File: src/rtl/alu_operand_stage.sv
// ID/EX operand-select stage: forwards rs/rt from EX/MEM or MEM/WB, picks ALU
// operands by AluSrc, and registers them into EX with stall/flush control.
module alu_operand_stage #(
   parameter int WORD_SIZE  = 32,
   parameter int REG_ADDR_W = 5,
   parameter int SHAMT_W    = 5
) (
   input  logic                  clk,
   input  logic                  rst,
   input  logic                  stall,
   input  logic                  flush,
   input  logic                  in_valid,
   input  logic [2:0]            AluSrc,
   input  logic [REG_ADDR_W-1:0] rs_addr,
   input  logic [REG_ADDR_W-1:0] rt_addr,
   input  logic [WORD_SIZE-1:0]  regfile_read_data1,
   input  logic [WORD_SIZE-1:0]  regfile_read_data2,
   input  logic [WORD_SIZE-1:0]  ext_immidiate,
   input  logic [SHAMT_W-1:0]    shamt,
   input  logic [WORD_SIZE-1:0]  pc_plus8,
   input  logic                  exmem_wr_en,
   input  logic [REG_ADDR_W-1:0] exmem_wr_addr,
   input  logic [WORD_SIZE-1:0]  exmem_wr_data,
   input  logic                  memwb_wr_en,
   input  logic [REG_ADDR_W-1:0] memwb_wr_addr,
   input  logic [WORD_SIZE-1:0]  memwb_wr_data,
   output logic                  out_valid,
   output logic [WORD_SIZE-1:0]  alu_src_out1,
   output logic [WORD_SIZE-1:0]  alu_src_out2,
   output logic [1:0]            fwd_a,
   output logic [1:0]            fwd_b
);

   localparam logic [1:0] FWD_RF    = 2'b00;
   localparam logic [1:0] FWD_MEMWB = 2'b01;
   localparam logic [1:0] FWD_EXMEM = 2'b10;

   localparam logic [2:0] SRC_RTYPE = 3'b000;
   localparam logic [2:0] SRC_ITYPE = 3'b001;
   localparam logic [2:0] SRC_LINK  = 3'b010;
   localparam logic [2:0] SRC_SHC   = 3'b011;
   localparam logic [2:0] SRC_SHV   = 3'b100;
   localparam logic [2:0] SRC_LUI   = 3'b101;

   logic                 valid_q, valid_d;
   logic [WORD_SIZE-1:0] op1_q, op1_d;
   logic [WORD_SIZE-1:0] op2_q, op2_d;
   logic [1:0]           fwd_a_q, fwd_a_d;
   logic [1:0]           fwd_b_q, fwd_b_d;

   logic [WORD_SIZE-1:0] rs_val, rt_val;
   logic [1:0]           fwd_a_sel, fwd_b_sel;
   logic [WORD_SIZE-1:0] shamt_ext, rs_shamt_ext;
   logic [WORD_SIZE-1:0] sel1, sel2;

   // Register 0 is hard-wired zero, so a write to it is never a forwarding hit.
   always_comb begin
      rs_val    = regfile_read_data1;
      fwd_a_sel = FWD_RF;
      if (exmem_wr_en && (exmem_wr_addr == rs_addr) && (rs_addr != '0)) begin
         rs_val    = exmem_wr_data;
         fwd_a_sel = FWD_EXMEM;
      end else if (memwb_wr_en && (memwb_wr_addr == rs_addr) && (rs_addr != '0)) begin
         rs_val    = memwb_wr_data;
         fwd_a_sel = FWD_MEMWB;
      end
   end

   always_comb begin
      rt_val    = regfile_read_data2;
      fwd_b_sel = FWD_RF;
      if (exmem_wr_en && (exmem_wr_addr == rt_addr) && (rt_addr != '0)) begin
         rt_val    = exmem_wr_data;
         fwd_b_sel = FWD_EXMEM;
      end else if (memwb_wr_en && (memwb_wr_addr == rt_addr) && (rt_addr != '0)) begin
         rt_val    = memwb_wr_data;
         fwd_b_sel = FWD_MEMWB;
      end
   end

   // Zero-extension written as a partial overwrite so SHAMT_W == WORD_SIZE stays legal.
   always_comb begin
      shamt_ext                  = '0;
      shamt_ext[SHAMT_W-1:0]     = shamt;
      rs_shamt_ext               = '0;
      rs_shamt_ext[SHAMT_W-1:0]  = rs_val[SHAMT_W-1:0];
   end

   always_comb begin
      sel1 = rs_val;
      sel2 = rt_val;
      case (AluSrc)
         SRC_RTYPE: begin sel1 = rs_val;   sel2 = rt_val;        end
         SRC_ITYPE: begin sel1 = rs_val;   sel2 = ext_immidiate; end
         SRC_LINK:  begin sel1 = pc_plus8; sel2 = '0;            end
         SRC_SHC:   begin sel1 = rt_val;   sel2 = shamt_ext;     end
         SRC_SHV:   begin sel1 = rt_val;   sel2 = rs_shamt_ext;  end
         SRC_LUI:   begin sel1 = '0;       sel2 = ext_immidiate; end
         default:   begin sel1 = rs_val;   sel2 = rt_val;        end
      endcase
   end

   // out_valid qualifies the EX operands; there is no ready, stall is the
   // back-pressure and flush (higher priority) turns the next slot into a bubble.
   always_comb begin
      valid_d = valid_q;
      op1_d   = op1_q;
      op2_d   = op2_q;
      fwd_a_d = fwd_a_q;
      fwd_b_d = fwd_b_q;
      if (flush) begin
         valid_d = 1'b0;
         op1_d   = '0;
         op2_d   = '0;
         fwd_a_d = FWD_RF;
         fwd_b_d = FWD_RF;
      end else if (!stall) begin
         valid_d = in_valid;
         op1_d   = sel1;
         op2_d   = sel2;
         fwd_a_d = fwd_a_sel;
         fwd_b_d = fwd_b_sel;
      end
   end

   always_ff @(posedge clk or posedge rst) begin
      if (rst) begin
         valid_q <= 1'b0;
         op1_q   <= '0;
         op2_q   <= '0;
         fwd_a_q <= FWD_RF;
         fwd_b_q <= FWD_RF;
      end else begin
         valid_q <= valid_d;
         op1_q   <= op1_d;
         op2_q   <= op2_d;
         fwd_a_q <= fwd_a_d;
         fwd_b_q <= fwd_b_d;
      end
   end

   assign out_valid    = valid_q;
   assign alu_src_out1 = op1_q;
   assign alu_src_out2 = op2_q;
   assign fwd_a        = fwd_a_q;
   assign fwd_b        = fwd_b_q;

endmodule

File: config.mk
export PLATFORM = sky130hd
export DESIGN_NAME = alu_operand_stage
export DESIGN_NICKNAME = d
export VERILOG_FILES = /design/src/rtl/alu_operand_stage.sv
export SDC_FILE = /design/constraint.sdc
export NUM_CORES = 1
export LEC_CHECK = 0
export ABC_AREA = 1
export BUFFER_PORTS_ARGS = -buffer_cell sky130_fd_sc_hd__buf_2
export CAP_MARGIN = 20
export CORE_MARGIN = 5
export CORE_UTILIZATION = 47
export CTS_BUF_LIST = sky130_fd_sc_hd__clkbuf_16
export CTS_CLUSTER_SIZE = 40
export DETAILED_ROUTE_END_ITERATION = 10
export PLACE_DENSITY = 0.84
export SLEW_MARGIN = 5
export SYNTH_ARGS = -nofsm -noshare
export SYNTH_HDL_FRONTEND = slang
export SYNTH_SLANG_ARGS = --single-unit
File: constraint.sdc
create_clock -name clk -period 2.5 [get_ports clk]
set_input_delay 0.375 -clock clk [delete_from_list [all_inputs] [get_ports clk]]
set_output_delay 0.375 -clock clk [all_outputs]
set_load 0.03 [all_outputs]
==> results of run 1 <==
## per-stage QoR
step,total power [W],std cells
after global placement,0.002430,1482
final,0.003847,1499
after detailed placement,0.002438,1482
after floorplan,0.001957,1054
after CTS,0.003836,1498
after global routing,0.004021,1499
## cells by family after synthesis
kind of cell	share of synthesized area, %
buffers and inverters	10.91
and+or+nand+nor	49.49
AOI/OAI and AO/OA	10.88
DFF	28.72
## worst max-delay path by stage
stage	from	endpoint	slack, ps	cells past startpoint
after global routing	exmem_wr_addr[1]	alu_src_out1[8]	640	12
after CTS	exmem_wr_addr[1]	alu_src_out1[8]	820	12
after global placement	exmem_wr_addr[3]	alu_src_out1[26]	500	12
final	exmem_wr_addr[1]	alu_src_out1[8]	780	12
after floorplan	rst	alu_src_out1[0]	390	1
after detailed placement	exmem_wr_addr[1]	alu_src_out1[21]	480	12
## layer usage
| metal | up-vias | share of wire, % | GRT usage (%) | wire length [um] |
|---|---|---|---|---|
| met4 | 2 | 5.4 | 17.92 | 1370 |
| met2 | 551 | 47 | 54.70 | 12030 |
| met3 | 88 | 11 | 6.084 | 2718 |
| met5 | - | 0.047 | 0 | 12 |
| met1 | 3657 | 37 | 40.64 | 9342 |
| li1 | 3841 | - | - | - |
## power groups by stage
stage	clock network, W	logic (W)	registers [W]
finish	0.00141	0.00118	0.00125
global route	0.00147	0.00129	0.00126
CTS	0.00141	0.00117	0.00125
detailed placement	0	0.00117	0.00127
global placement	0	0.00116	0.00127
floorplan	0	0.000528	0.00143
## critical path, cell delays in order
cell     delay (ps)
buf_2            80
inv_1            70
nand2_1         100
nand4_1         160
nor2_4          200
nand2_4         180
buf_4           250
nor2_4          250
nand2_1         100
nand2_1          80
o21ai_1          90
nand2_1          60
## final cells by class
cell class / instances / area (um^2)
clock inverters: 7 / 91.34
diodes: 1 / 2.502
flip-flops and latches: 69 / 1727
clock buffers: 9 / 225.2
inverters: 89 / 335.3
well taps: 172 / 215.2
fillers: 1266 / 4661
multi-input cells: 837 / 3647
repair buffers: 315 / 1664
## Yosys cell counts (2+ instances only)
cell	number
dfrtp_1	69
buf_2	23
clkbuf_1	22
nand3_2	3
a221oi_1	5
nand2_4	3
nand3b_1	5
o21ai_0	10
nor2_4	6
buf_4	7
nand3_1	124
clkinv_1	2
a21oi_1	76
nor2_2	6
nor2_1	58
nand4_1	2
buf_6	6
o21ai_1	30
nand2_1	497
inv_1	73
inv_2	14
or2_1	6
## flip-flops by register name (all words and copies together), names as in the netlist
| signal | flops |
|---|---|
| fwd_b | 2 |
| out_valid | 1 |
| alu_src_out2 | 32 |
| fwd_a | 2 |
| alu_src_out1 | 32 |
## cells in the final DEF (no fill, tap or decap), drive strengths merged
| master | count |
|---|---|
| dfrtp | 69 |
| nand4 | 2 |
| o211ai | 1 |
| nand3 | 127 |
| o21ai | 40 |
| diode | 1 |
| or2 | 7 |
| inv | 87 |
| a22o | 1 |
| clkinv | 7 |
| clkbuf | 9 |
| nand2 | 501 |
| bufinv | 2 |
| nand3b | 5 |
| nor2 | 70 |
| a221oi | 5 |
| o22ai | 1 |
| a21oi | 76 |
| buf | 315 |
| o31ai | 1 |
==> out/results.tsv, run 1 <==
stage	metric	value	unit
logic_synthesis	synth_area_per_cell	5.704	um^2
floorplanning	floorplan.initialDensity	47.83	%
timing	rsz0062_at_grt	false	
power_and_ir_drop	power.density	486.5	nW/um^2
worst_setup_path	crit_required	2780	ps
clock_network	cts_resized	0	
grt	grt_pass1_vias	7658	
grt	grt_antenna_before_repair	2	
route	vias_per_cell	5.430	
placed_design	portBuffers	295	
timing	finalClockSkew	0	ps
logic_synthesis	postSynth.topFlopCell	dfrtp_1	
worst_setup_path	regToRegEndpoint	out_valid	
logic_synthesis	synth_seq_area_share	28.72	%
run	maxCapViolCount	0	
power_and_ir_drop	combPwrFrac	30.7	%
grt	grt_start_max_net_pins	70	
power_and_ir_drop	leakagePower	4.880	nW
power_and_ir_drop	p_int	0.002471	W
clock_network	cts.sinks	69	
logic_synthesis	ys_warn_count	0	
timing	timing.final.ws_setup	781.1	ps
logic_synthesis	synth_area_leader_cell	nand2_1	
timing	finalHoldViolCount	0	
logic_synthesis	synth-edff-count	0	
timing	finalSetupTns	0	ps
placed_design	finalWeightedCongestion	0.9342	
floorplanning	std_cell_rows	41	
finish	syn2layout_area_growth	31.53	%
clock_network	cts_buffer_depth	2	
worst_setup_path	rrSetupSlack	1800	ps
finish	post-route-cell-area	7908	um^2
power_and_ir_drop	p_switching	0.001376	W
route	final_antenna_net_count	0	
floorplanning	die_area	15150	um^2
min_path	hp-class	in -> async	
placed_design	dpl_worst_slack	476.8	ps
clock_network	h-tree-depth	3	
floorplanning	die_y	123.1	um
route	vias	8139	
logic_synthesis	synthesis.nets	1281	
power_and_ir_drop	switching_share	35.78	%
grt	grtUsageTotal	33.00	%
power_and_ir_drop	seqPwrFrac	32.6	%
route	drc	0	
timing	fmax	0.5818	GHz
clock_network	clockRootBuffer	clkbuf_16	
placed_design	dpl-instance-area	7589	um^2
timing	setup_viol	0	
logic_synthesis	synth.area.top_cells	nand2_1, dfrtp_1, nand3_1	
logic_synthesis	synthArstFlopShare	100.0	%
route	routed_wl	25470	um
floorplanning	fp.dieW	123.1	um
route	wire_per_inst	16.99	um
worst_setup_path	cp_data_arrival_time	2000	ps
timing	final_max_slew_viol_count	0	
route	drt_iter0_drc	830	
finish	utilization	62.92	%
timing	holdWs	131.3	ps
worst_setup_path	crit_path_end_kind	flop	
logic_synthesis	synth_top_area_share	31.03	%
worst_setup_path	crit_path_start_kind	input port	
outcome	status	completed	
logic_synthesis	syn_area	6012	um^2
logic_synthesis	syn_inst	1054	
worst_setup_path	reg2reg_depth	1	
timing	layout_min_cycle_time	1719	ps
grt	grt_pass1_wl	38850	um
route	first_pass_iters	6	
worst_setup_path	cp_max_fo	16	
timing	post-route-period-util	68.76	%
clock_network	cts_inserted_buffers	9	
power_and_ir_drop	p_clk_share	36.7	%
clock_network	path_clk_slew	60	ps
grt	overflow	0	
finish	final_layout_size_suffix_gt1_share	27.75	%
floorplanning	design.core.area	12570	um^2
worst_setup_path	r2r-start	out_valid	
clock_network	cts_hold_buf	0	
timing	slew_headroom	46.45	%
floorplanning	io_pins	296	
clock_network	cts_setup_buffers	0	
clock_network	cts_tree	yes	
timing	worstMarginPinSlew	802.0	ps
clock_network	clk_latency	340	ps
placed_design	dp_hpwl	19200	um
worst_setup_path	crit_type	in -> reg	
logic_synthesis	ys_ff_latch	69	
logic_synthesis	synth.distinct_cells	29	
finish	final_nets	1548	
power_and_ir_drop	vdd_drop_max	269.1	uV
Note: power is estimated with default switching activity, not from simulation.
==> run 2, diff against run 1 <==
--- a/config.mk
+++ b/config.mk
@@ -9,11 +9,11 @@
 export BUFFER_PORTS_ARGS = -buffer_cell sky130_fd_sc_hd__buf_2
 export CAP_MARGIN = 20
 export CORE_MARGIN = 5
-export CORE_UTILIZATION = 47
+export CORE_UTILIZATION = 43
 export CTS_BUF_LIST = sky130_fd_sc_hd__clkbuf_16
 export CTS_CLUSTER_SIZE = 40
 export DETAILED_ROUTE_END_ITERATION = 10
-export PLACE_DENSITY = 0.84
+export PLACE_DENSITY = 0.81
 export SLEW_MARGIN = 5
 export SYNTH_ARGS = -nofsm -noshare
 export SYNTH_HDL_FRONTEND = slang
==> constraint.sdc (replaced) <==
create_clock -name clk -period 1.5 [get_ports clk]
set_input_delay 0.225 -clock clk [delete_from_list [all_inputs] [get_ports clk]]
set_output_delay 0.225 -clock clk [all_outputs]
set_load 0.03 [all_outputs]
==> run 2 against run 1 <==
Sequential share of layout area shrank 1.3 points. Hold slack lost 3.2 ps. First-iteration DRC count shrank 26%. Design area grew 6.4%. Count of clock-buffer cells in the layout is the same. Via count shrank 0.23%. Routed wire length grew 2.0%. Power grew 65%. Critical path type unchanged. Critical endpoint is now alu_src_out1[6].
==> out/results.tsv, run 2 (synthesis results as in run 1) <==
stage	metric	value	unit	change
timing	layout_min_cycle_time	1389	ps	
grt	overflow	0		unchanged
timing	post-route-period-util	92.62	%	
min_path	hp-class	in -> reg		
min_path	hold_start	in_valid		
timing	worstMarginPinSlew	377.8	ps	-424.2 ps
placed_design	portBuffers	295		unchanged
clock_network	cts.sinks	69		unchanged
route	first_pass_iters	7		+1
placed_design	dpl_worst_slack	-223.4	ps	-700.2 ps
power_and_ir_drop	power.density	756.2	nW/um^2	+55%
worst_setup_path	crit_path_start_kind	input port		
timing	final_max_slew_viol_count	0		unchanged
placed_design	finalWeightedCongestion	0.9353		+0.12%
outcome	status	completed		
route	routed_wl	25980	um	+2.0%
finish	final_common_cell	nand2_1		
placed_design	dp_hpwl	20020	um	+4.3%
grt	grt_pass1_wl	39840	um	+2.6%
finish	final_nets	1590		+2.7%
min_path	hold_end	out_valid		
floorplanning	floorplan.initialDensity	43.65	%	-4.2 points
clock_network	cts_buffer_depth	2		unchanged
worst_setup_path	r2r-start	out_valid		
floorplanning	design.core.area	13770	um^2	+9.6%
power_and_ir_drop	vdd_drop_max	460.8	uV	+71%
route	vias	8120		-0.23%
floorplanning	die_area	16450	um^2	+8.5%
min_path	hold_depth	2		
worst_setup_path	crit_path_end_kind	flop		
power_and_ir_drop	leakagePower	5.131	nW	+5.1%
run	maxCapViolCount	0		unchanged
grt	grt_pass1_vias	7936		+3.6%
clock_network	path_clk_slew	60	ps	about the same
worst_setup_path	crit_required	1780	ps	-1000 ps
worst_setup_path	reg2reg_depth	1		unchanged
worst_setup_path	cp_max_fo	13		-3
clock_network	h-tree-depth	3		unchanged
finish	utilization	61.07	%	-1.8 points
finish	syn2layout_area_growth	39.92	%	
floorplanning	io_pins	296		unchanged
timing	finalSetupTns	0	ps	unchanged
route	final_antenna_net_count	0		unchanged
route	wire_per_inst	16.75	um	-1.4%
finish	mostFrequentLayoutCells	nand2_1, buf_2, nand3_1		
clock_network	cts_tree	yes		
route	drc	0		unchanged
clock_network	clk_latency	340	ps	about the same
timing	slew_headroom	74.76	%	+28 points
grt	grtUsageTotal	30.91	%	-2.1 points
timing	timing.final.ws_setup	110.7	ps	-670.4 ps
worst_setup_path	cp_data_arrival_time	1670	ps	-330 ps
timing	fmax	0.7198	GHz	
route	drt_iter0_drc	615		-26%
grt	grt_antenna_before_repair	3		+1
clock_network	cts_setup_buffers	0		unchanged
clock_network	clockRootBuffer	clkbuf_16		
timing	finalHoldViolCount	0		unchanged
worst_setup_path	regToRegEndpoint	out_valid		
floorplanning	fp.dieW	128.2	um	+4.2%
worst_setup_path	crit_type	in -> reg		
route	vias_per_cell	5.235		-3.6%
floorplanning	die_y	128.2	um	+4.2%
timing	setup_viol	0		unchanged
grt	grt_start_max_net_pins	34		-51%
finish	final_layout_size_suffix_gt1_share	29.92	%	+2.2 points
floorplanning	std_cell_rows	43		+4.9%
worst_setup_path	rrSetupSlack	820	ps	-980 ps
timing	finalClockSkew	0	ps	unchanged
clock_network	cts_inserted_buffers	9		unchanged
finish	n_fill_cell	1407		+11%
[run 2: cell count changes in the layout (fill, tap and decap cells not counted), moves of 2 or more]
cell and delta:
clkinvlp_4 +3, buf_12 +15, clkinv_4 -2, buf_4 +25
diode_2 +3
[run 2: how the worst max path moves through the flow]
stage | startpoint | end | slack, ps | cells after the start
2_1_floorplan | rs_addr[2] | alu_src_out1[0] | 150 | 13
3_3_place_gp | rt_addr[4] | alu_src_out2[12] | -230 | 13
3_5_place_dp | rt_addr[4] | alu_src_out2[12] | -220 | 13
4_1_cts | rt_addr[4] | alu_src_out2[12] | 140 | 13
5_1_grt | rt_addr[4] | alu_src_out1[23] | -1 | 13
6_report | exmem_wr_addr[2] | alu_src_out1[6] | 110 | 13
[run 2: layer usage]
| layer | share of wire (%) | wire length (um) | up-vias | track usage [%] |
|---|---|---|---|---|
| li1 | - | - | 3940 | - |
| met1 | 37 | 9554 | 3630 | 36.42 |
| met2 | 51 | 13140 | 485 | 55.38 |
| met3 | 9.5 | 2478 | 65 | 4.792 |
| met4 | 3.1 | 806 | 0 | 13.17 |
| met5 | 0 | 0 | - | 0 |
[run 2: what timing repair did]
item / CTS / global route
gates resized for setup: 0 / 3
setup endpoints to repair: 0 / 12
hold buffers: 1 / 0
hold endpoints to repair: 11 / 0
[run 2: per-stage QoR]
step / hold WS, ps / instance area (um^2) / total power [W] / std cells
after floorplan: 371.0 / 6016 / 0.003263 / 1054
after global placement: 229.3 / 8097 / 0.004182 / 1531
after detailed placement: 233.8 / 8097 / 0.004201 / 1531
after CTS: 117.9 / 8396 / 0.006389 / 1547
after global routing: 137.2 / 8409 / 0.006676 / 1550
final: 128.0 / 8412 / 0.006361 / 1551
[run 2: cell type report]
cell class | instances | area [um^2] | area share (%)
clock inverters | 6 | 63.81 | 0.7586
flip-flops and latches | 69 | 1727 | 20.53
multi-input cells | 837 | 3647 | 43.36
inverters | 89 | 340.3 | 4.046
diodes | 4 | 10.01 | 0.1190
repair buffers | 357 | 2173 | 25.84
clock buffers | 9 | 225.2 | 2.677
well taps | 180 | 225.2 | 2.677
[run 2: worst max-delay path, cell delays in order]
cell and delay, ps:
buf_2 100, inv_1 50, buf_4 120, nand2_1 50, nand4_1 130, nor2_4 150
nand2_4 120, buf_12 180, nor2_4 260, nand2_1 100, nand2_1 80, o21ai_1 70
nand2_1 50
[run 2: power breakdown]
part	internal (W)	switching, W	total [W]
clock network	0.00128	0.000895	0.00217
logic	0.000780	0.00132	0.00210
registers	0.00200	0.0000865	0.00209
total	0.00406	0.00230	0.00636
